==> config.mk <==
export PLATFORM = sky130hd
export DESIGN_NAME = pingpong_ctrl
export DESIGN_NICKNAME = d
export VERILOG_FILES = /design/src/rtl/pingpong_ctrl.sv
export SDC_FILE = /design/constraint.sdc
export NUM_CORES = 1
export LEC_CHECK = 0
export ABC_AREA = 1
export CAP_MARGIN = 20
export CORE_MARGIN = 5
export CORE_UTILIZATION = 30
export CTS_CLUSTER_SIZE = 24
export DETAILED_ROUTE_END_ITERATION = 16
export GPL_TIMING_DRIVEN = 0
export PLACE_DENSITY = 0.65
export RECOVER_POWER = 25
export REMOVE_ABC_BUFFERS = 1
export SLEW_MARGIN = 20
export SYNTH_ARGS = -nofsm -noshare
export SYNTH_HDL_FRONTEND = slang
export SYNTH_SLANG_ARGS = --single-unit
==> constraint.sdc <==
create_clock -name i_clk -period 1.7 [get_ports i_clk]
set_clock_uncertainty 0.1 [all_clocks]
set_input_delay 0.17 -clock i_clk [delete_from_list [all_inputs] [get_ports i_clk]]
set_output_delay 0.17 -clock i_clk [all_outputs]
set_load 0.01 [all_outputs]
==> src/rtl/pingpong_ctrl.sv <==
// Ping-pong frame buffer controller: a producer fills one BRAM bank while a consumer drains the other.
// The BRAM itself is external; this block only supplies port enables, addresses and bank selects.
//
// bank state | meaning
// EMPTY      | bank may be written by the producer, never read
// FULL       | bank holds a complete frame, may be read, never written
module pingpong_ctrl #(
   parameter  int BRAM_WIDTH = 12,
   parameter  int FRAME_SIZE = 153600,
   localparam int AW         = (FRAME_SIZE > 1) ? $clog2(FRAME_SIZE) : 1
) (
   input  logic                  i_clk,
   input  logic                  i_rstn,
   input  logic                  i_wvalid,
   input  logic [BRAM_WIDTH-1:0] i_wdata,
   output logic                  o_wready,
   output logic                  o_wportEn,
   output logic                  o_wr,
   output logic [AW-1:0]         o_waddr,
   output logic [BRAM_WIDTH-1:0] o_wdata,
   output logic                  o_wbank,
   input  logic                  i_rreq,
   output logic                  o_rready,
   output logic                  o_rportEn,
   output logic [AW-1:0]         o_raddr,
   output logic                  o_rbank,
   output logic                  o_rvalid,
   output logic                  o_rlast,
   output logic                  o_swap,
   output logic [15:0]           o_drop_cnt
);

   localparam logic [0:0]    BANK_EMPTY = 1'b0;
   localparam logic [0:0]    BANK_FULL  = 1'b1;
   localparam logic [AW-1:0] LAST_ADDR  = AW'(FRAME_SIZE - 1);

   logic [1:0]    bank_q, bank_d;
   logic          wr_bank_q, wr_bank_d;
   logic [AW-1:0] wr_addr_q, wr_addr_d;
   logic          rd_bank_q, rd_bank_d;
   logic [AW-1:0] rd_addr_q, rd_addr_d;
   logic [15:0]   drop_q, drop_d;
   logic          rvalid_q, rlast_q, swap_q;

   logic wr_acc, wr_done, wr_drop;
   logic rd_acc, rd_done;

   assign o_wready = (bank_q[wr_bank_q] == BANK_EMPTY);
   assign o_rready = (bank_q[rd_bank_q] == BANK_FULL);

   // Enables are gated by reset so nothing strobes the BRAM while the state is being cleared.
   assign wr_acc  = i_rstn && i_wvalid && o_wready;
   assign wr_drop = i_wvalid && !o_wready;
   assign wr_done = wr_acc && (wr_addr_q == LAST_ADDR);
   assign rd_acc  = i_rstn && i_rreq && o_rready;
   assign rd_done = rd_acc && (rd_addr_q == LAST_ADDR);

   assign o_wportEn  = wr_acc;
   assign o_wr       = wr_acc;
   assign o_waddr    = wr_addr_q;
   assign o_wdata    = i_wdata;
   assign o_wbank    = wr_bank_q;
   assign o_rportEn  = rd_acc;
   assign o_raddr    = rd_addr_q;
   assign o_rbank    = rd_bank_q;
   assign o_rvalid   = rvalid_q;
   assign o_rlast    = rlast_q;
   assign o_swap     = swap_q;
   assign o_drop_cnt = drop_q;

   // Writer and reader always own different banks, so both updates can apply in one cycle.
   always_comb begin
      bank_d    = bank_q;
      wr_bank_d = wr_bank_q;
      wr_addr_d = wr_addr_q;
      rd_bank_d = rd_bank_q;
      rd_addr_d = rd_addr_q;
      drop_d    = drop_q;
      if (wr_acc) begin
         if (wr_done) begin
            bank_d[wr_bank_q] = BANK_FULL;
            wr_addr_d         = '0;
            wr_bank_d         = ~wr_bank_q;
         end else begin
            wr_addr_d = wr_addr_q + AW'(1);
         end
      end
      if (rd_acc) begin
         if (rd_done) begin
            bank_d[rd_bank_q] = BANK_EMPTY;
            rd_addr_d         = '0;
            rd_bank_d         = ~rd_bank_q;
         end else begin
            rd_addr_d = rd_addr_q + AW'(1);
         end
      end
      if (wr_drop && (drop_q != 16'hFFFF)) begin
         drop_d = drop_q + 16'd1;
      end
   end

   always_ff @(posedge i_clk) begin
      if (!i_rstn) begin
         bank_q    <= {BANK_EMPTY, BANK_EMPTY};
         wr_bank_q <= 1'b0;
         wr_addr_q <= '0;
         rd_bank_q <= 1'b0;
         rd_addr_q <= '0;
         drop_q    <= '0;
         rvalid_q  <= 1'b0;
         rlast_q   <= 1'b0;
         swap_q    <= 1'b0;
      end else begin
         bank_q    <= bank_d;
         wr_bank_q <= wr_bank_d;
         wr_addr_q <= wr_addr_d;
         rd_bank_q <= rd_bank_d;
         rd_addr_q <= rd_addr_d;
         drop_q    <= drop_d;
         rvalid_q  <= rd_acc;
         rlast_q   <= rd_done;
         swap_q    <= wr_done;
      end
   end

endmodule

# Word level (Yosys, flattened, before mapping)
# Cells that the tools add are included.
[word_totals]
reg_bits = 59
latch_bits = 0
ramBits = 0
romBits = 0
in_bits = 16
out_inout_bits = 74
mem_count = 0
[classes]
addsub = 3
n_mul = 0
div_mod_pow = 0
n_lt_le_gt_ge = 4
n_eq_ne = 3
shifts = 0
mux = 14
bitwise_logic = 6
reduce_logical = 12
[op_table]
columns = ["op", "n"]
rows = [
  ["adder 18 x 1 -> 18 bit (second input constant)", 2],
  ["== test 18 bit (second input constant)", 2],
  ["two-way mux 18 bit", 2],
  ["adder 16 x 1 -> 16 bit (second input constant)", 1],
  ["inequality test 16 bit (second input constant)", 1],
  ["logical AND 1 bit", 10],
  ["two-way mux 2 bit", 4],
  ["two-way mux 1 bit", 6],
  ["< comparator 1 x 2 -> 1 bit (second input constant)", 2],
  ["AND reduction 2 bit", 2],
  ["inverter 1 bit", 3],
  ["AND 2 bit", 1],
  ["demux 1 bit (select 1 bit)", 2],
  [">= comparator 1 bit (second input constant)", 2],
  ["inverter 2 bit", 1],
  ["bitwise OR 2 bit", 1],
]

# Longest topological paths before layout
# Gate-level depths: netlist (run 1).
[logic_depth]
word_depth = 10
depth_mapped = 9

# Worst setup path after synthesis (run 1)
# Ideal clock, no wire load.
[synth_path]
path_type = "register -> register"
from = "register drop_q[1], in the netlist o_drop_cnt[1]"
to = "register drop_q[7], in the netlist o_drop_cnt[7]"
arrival_time_ns = 1.510
slack_ns = -0.045
stages_incl_launch_ff = 10
path_buffers = 1
synth_period_minus_slack_ns = 1.745
path_cell_list = "dfxtp_1 ha_1 inv_1 nor2_4 nand2_2 o21ai_4 inv_2 buf_6 nand2_1 a21oi_2"
[synth_between]
elab_chain_len = 2
word_cells_on_any_way = 3
cone_classes = "add/sub (1); eq/ne (1); reduce/logical (1)"
[synth_rtl]
columns = ["item", "line", "text"]
rows = [
  ["start, declared", "42", "logic [15:0] drop_q, drop_d;"],
  ["start signal, assigned", "119", "drop_q <= drop_d;"],
  ["branches (longest 2 deep; another with adder 16 x 1 -> 16 bit)", "-", ""],
]
# Parallel ways; which one is timed is not known.
# A chain may end at the register's enable or synchronous reset.

# Final worst setup path (run 1)
[layout_path]
from = "register drop_q[12], in the netlist o_drop_cnt[12]"
to = "output o_drop_cnt[12]"
[layout_lines]
columns = ["item", "line", "text"]
rows = [
  ["end, declared", "30", "output logic [15:0] o_drop_cnt"],
]
# No word-level cell between the ends.

==> results of run 1 <==
[sequential cells by signal, summed over array words and instances, names as in the netlist]
register	cells
o_raddr	18
o_waddr	18
bank_q	2
o_drop_cnt	16
o_rlast	1
o_rbank	1
o_swap	1
o_wbank	1
o_rvalid	1
[synthesized netlist by cell type, drive strengths merged]
library cell / count
nor3: 7
o21bai: 6
o21ai: 14
a21oi: 25
buf: 15
a211oi: 1
nand3b: 2
clkbuf: 4
a31oi: 2
xor2: 13
nand2: 173
inv: 56
nand4: 7
dfxtp: 59
nor3b: 2
nor2: 100
ha: 3
nand3: 38
xnor2: 4
[power by group through the flow]
stage / clock network [mW] / registers [mW] / logic (mW)
6_report: 1.92 / 1.39 / 0.0953
5_1_grt: 2.03 / 1.39 / 0.105
4_1_cts: 1.97 / 1.39 / 0.0855
3_5_place_dp: 0 / 1.42 / 0.0836
3_3_place_gp: 0 / 1.42 / 0.0827
2_1_floorplan: 0 / 1.42 / 0.0398
[worst max path at each step]
stage / start / to / cells past startpoint
after floorplan: o_drop_cnt[1]$_SDFFE_PN0P_ / o_drop_cnt[10]$_SDFFE_PN0P_ / 8
after global placement: i_rstn / o_raddr[14]$_SDFFE_PN0P_ / 5
after detailed placement: i_rstn / o_waddr[12]$_SDFFE_PN0N_ / 8
after CTS: o_wbank$_SDFFE_PN0P_ / o_waddr[12]$_SDFFE_PN0N_ / 10
after global routing: o_raddr[0]$_SDFFE_PN0P_ / o_raddr[0]$_SDFFE_PN0P_ / 8
final: o_drop_cnt[12]$_SDFFE_PN0P_ / o_drop_cnt[12] / 1
[stage by stage]
step                area (um2)  worst slack (ps)  TNS [ps]
detailed placement        4080              -748    -32030
finish                    4680              40.4         0
floorplan                 3260              -136     -1700
global placement          4080              -940    -39250
global route              4680             -12.0     -31.9
CTS                       4500              1.17         0
[kinds of logic (layout without fill, tap and decap cells)]
| kind of cell | Yosys count | in the layout | synth area share |
|---|---|---|---|
| AOI/OAI and AO/OA | 48 | 48 | 0.0856 |
| and+or+nand+nor | 329 | 329 | 0.409 |
| DFF | 59 | 59 | 0.348 |
| adders and majority gates | 3 | 3 | 0.0111 |
| buffers and inverters | 75 | 148 | 0.102 |
| xor gates and xnor gates | 17 | 17 | 0.0439 |
[timing repair]
item | 4_1_cts | 5_1_grt
pin swaps | 7 | 10
resized for setup | 26 | 41
buffers inserted | 7 | 5
setup endpoints to repair | 56 | 44
[cell type report]
type | count | share of cell area
Multi-Input combinational cell | 397 | 0.430
Sequential cell | 59 | 0.259
Timing Repair Buffer | 77 | 0.160
Clock buffer | 14 | 0.0607
Inverter | 56 | 0.0455
Tap cell | 140 | 0.0374
Clock inverter | 1 | 0.00642
[layer usage]
metal | part of all wire | routed length [um] | up-vias
li1 | - | - | 1798
met1 | 0.45 | 4300 | 1613
met2 | 0.48 | 4590 | 110
met3 | 0.054 | 519 | 20
met4 | 0.022 | 215 | 0
met5 | 0 | 0 | -
==> flow_metrics.py, run 1 <==
metrics = {
    "critical_path": {
        "cp_max_fo": 7,
        "start_kind": "flop",
        "cp_cell_sequence": "clkdlybuf4s50_1",
        "path_buf_inv": 1,
        "end_kind": "output port",
        "rr_startpoint": "o_raddr[0]$_SDFFE_PN0P_",
        "critical-path-top-delay-family": "buffers and inverters",
        "r2r_cells": 8,
        "required_ps": 1430,
        "slowest_stage": "clkdlybuf4s50_1",
        "r2r_slack_ps": 70,
        "worst-setup-path-type": "reg2out",
        "r2r-end": "o_raddr[0]$_SDFFE_PN0P_",
        "arrival_ps": 1390,
        "slowest_delay_ps": 600,
    },
    "sta": {
        "slew_viol_final": 0,
        "rsz0062_at_grt": "yes",
        "hold_ws_ps": 240,
        "tightest_slew_ps": 732,
        "period_share": 0.976,
        "hold_viol": 0,
        "final.min_clock_period_ps": 1660,
        "setup_viol": 0,
        "clock.fmax_mhz": 603,
        "worst_slew_margin_rel": 0.512,
    },
    "drt": {
        "drt_wl_total_um": 9630,
        "drtIter0Drc": 190,
        "wl_per_cell_um": 12.9,
        "final_antenna_net_count": 0,
        "drc": 0,
        "routed_via_density": 4.76,
        "dr.pass1.iters": 5,
        "vias": 3541,
    },
    "yosys": {
        "synth_top_cell_by_area": "dfxtp_1",
        "synth.top_cells.by_area": "dfxtp_1 35%, nand2_1 19%, nor2_1 10%",
        "ys_seq_elements": 59,
        "postSynthAreaPerCell_um2": 6.39,
        "yosysTopAreaCellShare": 0.348,
        "synth-seq-area-share": 0.348,
        "synth_area_um2": 3390,
        "synthDistinctLibCells": 30,
        "synth_cells": 531,
        "yosysWarningCount": 0,
    },
    "final_layout": {
        "drive_above_1_share": 0.144,
        "fill_cells": 1134,
        "register_area_um2": 1210,
        "nets": 619,
        "final_common_cell": "nand2_1",
        "final_cell_mix": "163 x nand2_1, 83 x nor2_1, 59 x clkdlybuf4s50_1, 53 x inv_1, 44 x dfxtp_1",
        "fin_util": 0.426,
        "area_growth_pct": 38.0,
        "multi_input_area_um2": 2010,
        "n_antenna_cell": 0,
        "layout.cells.non_filler": 744,
    },
    "clock_network": {
        "clkTransAtPathRegs_ps": 50,
        "cts.sinks": 59,
        "htree_levels": 3,
        "clkLatencyLatePin_ps": 330,
        "cts_tree": "done",
        "cts_hold_buffers": 0,
        "clock_path_buffers": 2,
        "cts_root_buf": "clkbuf_16",
        "cts_made_buffers": 9,
    },
    "min_path": {
        "holdCritStartpoint": "i_wdata[0]",
        "worstHoldPathCells": 0,
        "hold_class": "in2out",
        "min_to": "o_wdata[0]",
    },
    "floorplanning": {
        "ios": 90,
        "rows": 38,
        "core-area_um2": 11000,
        "die-area_um2": 13500,
        "die-height_um": 116,
        "start_util": 0.309,
        "die_w_um": 116,
    },
    "power_and_ir_drop": {
        "powerDensity_nw_per_um2": 728,
        "combPwrFrac": 0.028,
        "p_total_mw": 3.41,
        "p_leak_nw": 1.64,
        "p_sw_mw": 0.703,
        "seq_power_share": 0.407,
        "clkPwrFrac": 0.565,
        "p_sw_frac": 0.206,
        "intPower_mw": 2.70,
        "peakVddDrop_mv": 0.549,
    },
    "global_routing": {
        "grt_usage": 0.144,
        "first_global_vias": 3410,
        "antenna_found_initial": 0,
        "grt_max_degree": 33,
        "grt_pass1_wl_um": 15500,
        "use_met3": 0.0451,
        "grt.busiest_layer": "met2",
        "grt.met2_usage": 0.246,
        "met1_usage": 0.168,
        "grt_overflow": 0,
    },
    "run": {
        "maxCapViolCount": 0,
    },
    "placement": {
        "gp_routability_congestion": 0.868,
        "dp_hpwl_um": 6790,
        "io_buffers": 65,
        "dp.cells": 717,
    },
    "run_status": {
        "outcome": "finished, final reports clean",
    },
}
Note: power is estimated with default switching activity, not from simulation.
==> run 2, diff against run 1 <==
--- a/config.mk
+++ b/config.mk
@@ -6,12 +6,12 @@
 export NUM_CORES = 1
 export LEC_CHECK = 0
 export ABC_AREA = 1
-export CAP_MARGIN = 20
 export CORE_MARGIN = 5
 export CORE_UTILIZATION = 30
-export CTS_CLUSTER_SIZE = 24
+export CTS_CLUSTER_SIZE = 8
 export DETAILED_ROUTE_END_ITERATION = 16
 export GPL_TIMING_DRIVEN = 0
+export HOLD_SLACK_MARGIN = 0.06
 export PLACE_DENSITY = 0.65
 export RECOVER_POWER = 25
 export REMOVE_ABC_BUFFERS = 1
==> results of run 2 <==
The final DEF is identical to that of run 1; final timing and power are the same.
==> run 3, diff against run 2 <==
--- a/config.mk
+++ b/config.mk
@@ -5,14 +5,14 @@
 export SDC_FILE = /design/constraint.sdc
 export NUM_CORES = 1
 export LEC_CHECK = 0
-export ABC_AREA = 1
+export ABC_CLOCK_PERIOD_IN_PS = 1700
 export CORE_MARGIN = 5
 export CORE_UTILIZATION = 30
 export CTS_CLUSTER_SIZE = 8
 export DETAILED_ROUTE_END_ITERATION = 16
 export GPL_TIMING_DRIVEN = 0
 export HOLD_SLACK_MARGIN = 0.06
-export PLACE_DENSITY = 0.65
+export PLACE_DENSITY = 0.67
 export RECOVER_POWER = 25
 export REMOVE_ABC_BUFFERS = 1
 export SLEW_MARGIN = 20
==> flow_metrics.py, run 3 <==
metrics = {
    "drt": {
        "routed_via_density": 5.37,
        "vias": 3219,
        "drc": 0,
        "wl_per_cell_um": 16.5,
        "drtIter0Drc": 85,
        "dr.pass1.iters": 4,
        "drt_wl_total_um": 9920,
        "final_antenna_net_count": 0,
    },
    "clock_network": {
        "clkLatencyLatePin_ps": 340,
        "cts_root_buf": "clkbuf_8",
        "clkTransAtPathRegs_ps": 80,
        "cts_tree": "done",
        "htree_levels": 3,
        "clock_path_buffers": 2,
        "cts_made_buffers": 9,
        "cts.sinks": 59,
    },
    "yosys": {
        "synth.top_cells.by_area": "dfxtp_1 41%, a21oi_1 6.9%, or4_1 5.2%",
        "synth_ff_type": "dfxtp_1",
        "synth.most_common_cell": "dfxtp_1",
        "synth_area_um2": 2910,
        "synthDistinctLibCells": 44,
        "ys_seq_elements": 59,
        "yosysWarningCount": 0,
        "synth_top_cell_by_area": "dfxtp_1",
        "synth_edf_count": 0,
        "synthTopCellsByCount": "59 x dfxtp_1, 40 x a21oi_1, 23 x o21ai_0",
        "yosysTopAreaCellShare": 0.407,
        "async_flop_share": 0,
        "synth_cells": 349,
        "postSynthAreaPerCell_um2": 8.32,
        "synth-seq-area-share": 0.407,
    },
    "critical_path": {
        "start_kind": "flop",
        "cp_max_fo": 4,
        "rr_startpoint": "o_raddr[5]$_SDFFE_PN0P_",
        "worst-setup-path-type": "reg2reg",
        "crit_end": "o_raddr[12]$_SDFFE_PN0P_",
        "end_kind": "flop",
        "required_ps": 1880,
        "r2r-end": "o_raddr[12]$_SDFFE_PN0P_",
        "r2r_slack_ps": -320,
        "arrival_ps": 2200,
        "startpoint": "o_raddr[5]$_SDFFE_PN0P_",
        "r2r_cells": 5,
    },
    "global_routing": {
        "grt_max_degree": 28,
        "grt_overflow": 0,
        "first_global_vias": 3139,
        "grt_pass1_wl_um": 14800,
        "antenna_found_initial": 0,
        "grt_usage": 0.156,
    },
    "final_layout": {
        "fill_cells": 835,
        "n_antenna_cell": 0,
        "drive_above_1_share": 0.473,
        "nets": 481,
        "final_cell_mix": "52 x clkdlybuf4s50_1, 40 x buf_4, 28 x a21oi_2, 28 x dfxtp_1, 24 x buf_6",
        "area_growth_pct": 70.3,
        "postLayoutCellArea_um2": 4950,
        "final_common_cell": "clkdlybuf4s50_1",
    },
    "placement": {
        "place_area_um2": 3580,
        "post-place-ws_ps": -1420,
        "gp_routability_congestion": 0.816,
        "io_buffers": 65,
        "dp_hpwl_um": 5360,
    },
    "sta": {
        "worst_slack_ps": -321,
        "clock.fmax_mhz": 495,
        "final.min_clock_period_ps": 2020,
        "setup_viol": 56,
        "tightest_slew_ps": 448,
        "period_share": 1.19,
        "worst_slew_margin_rel": 0.701,
        "rsz0062_at_grt": "yes",
        "hold_ws_ps": 166,
        "slew_viol_final": 0,
        "hold_viol": 0,
    },
    "floorplanning": {
        "start_util": 0.303,
        "die-area_um2": 11800,
        "die_w_um": 108,
        "die-height_um": 108,
        "ios": 90,
        "core-area_um2": 9590,
        "rows": 36,
    },
    "run_status": {
        "violations": "negative setup slack",
        "outcome": "finished with violations",
    },
    "power_and_ir_drop": {
        "powerDensity_nw_per_um2": 568,
        "p_leak_nw": 1.51,
        "peakVddDrop_mv": 0.356,
    },
    "run": {
        "maxCapViolCount": 0,
    },
    "min_path": {
        "hold_class": "in2reg",
        "worstHoldPathCells": 3,
        "holdCritStartpoint": "i_rreq",
    },
}
## run 3: worst min path at each step
stage | end | slack [ps]
2_1_floorplan | o_wdata[0] | 240
3_3_place_gp | o_wdata[0] | 240
3_5_place_dp | o_wdata[0] | 240
4_1_cts | o_wdata[0] | 240
5_1_grt | o_rvalid$_SDFF_PN0_ | 160
6_report | o_rvalid$_SDFF_PN0_ | 170
## run 3: cell families (layout without fill, tap and decap cells)
family	count (synthesis)	count (layout)	synth area share
simple gates	140	144	0.277
compound gates	90	90	0.180
flops	59	59	0.407
buf+inv	42	156	0.0754
xor+xnor	13	13	0.0392
fa+ha+maj	3	3	0.0129
mux	2	2	0.00861
## run 3: worst max-delay path, stage by stage (launching register included)
cell and delay [ps]:
dfxtp_2 390, nand4_1 240, buf_4 230, or3_4 380, or4_4 480, a21oi_2 140
## run 3: what timing repair did
| item | in CTS | in global routing |
|---|---|---|
| setup buffers | 48 | 12 |
| cloned | 4 | 1 |
| endpoints found under the setup margin | 64 | 64 |
| resized for setup | 108 | 115 |
| pin swaps | 51 | 38 |
| hold buffers | 0 | 0 |
## run 3: power by group
part / internal [mW] / leakage [nW] / switching, mW
combinational: 0.0488 / 0.930 / 0.0766
sequential: 1.37 / 0.493 / 0.00398
clock: 0.677 / 0.0885 / 0.629
## run 3: stage by stage
stage | util | instances | setup TNS [ps] | power, mW
floorplan | - | 320 | -28070 | 1.45
global placement | 0.370 | 518 | -65240 | 1.49
detailed placement | 0.373 | 520 | -53830 | 1.49
CTS | 0.465 | 588 | -7300 | 2.80
global route | 0.516 | 600 | -12790 | 2.87
finish | 0.516 | 600 | -9730 | 2.81
## run 3: metal layers
layer  global-route usage  vias up  wire (um)
met5                    0        -          0
met3               0.0400       21        442
met4               0.0658        0        215
li1                     -     1538          -
met1                0.193     1562       4310
met2                0.255       98       4960
## run 3: area by class of cell
type | count | area, um2 | share of cell area
Inverter | 13 | 57.6 | 0.0116
Tap cell | 133 | 166 | 0.0336
Clock inverter | 6 | 66.3 | 0.0134
Multi-Input combinational cell | 252 | 2100 | 0.425
Sequential cell | 59 | 1240 | 0.251
Timing Repair Buffer | 127 | 1190 | 0.240
Clock buffer | 10 | 128 | 0.0258
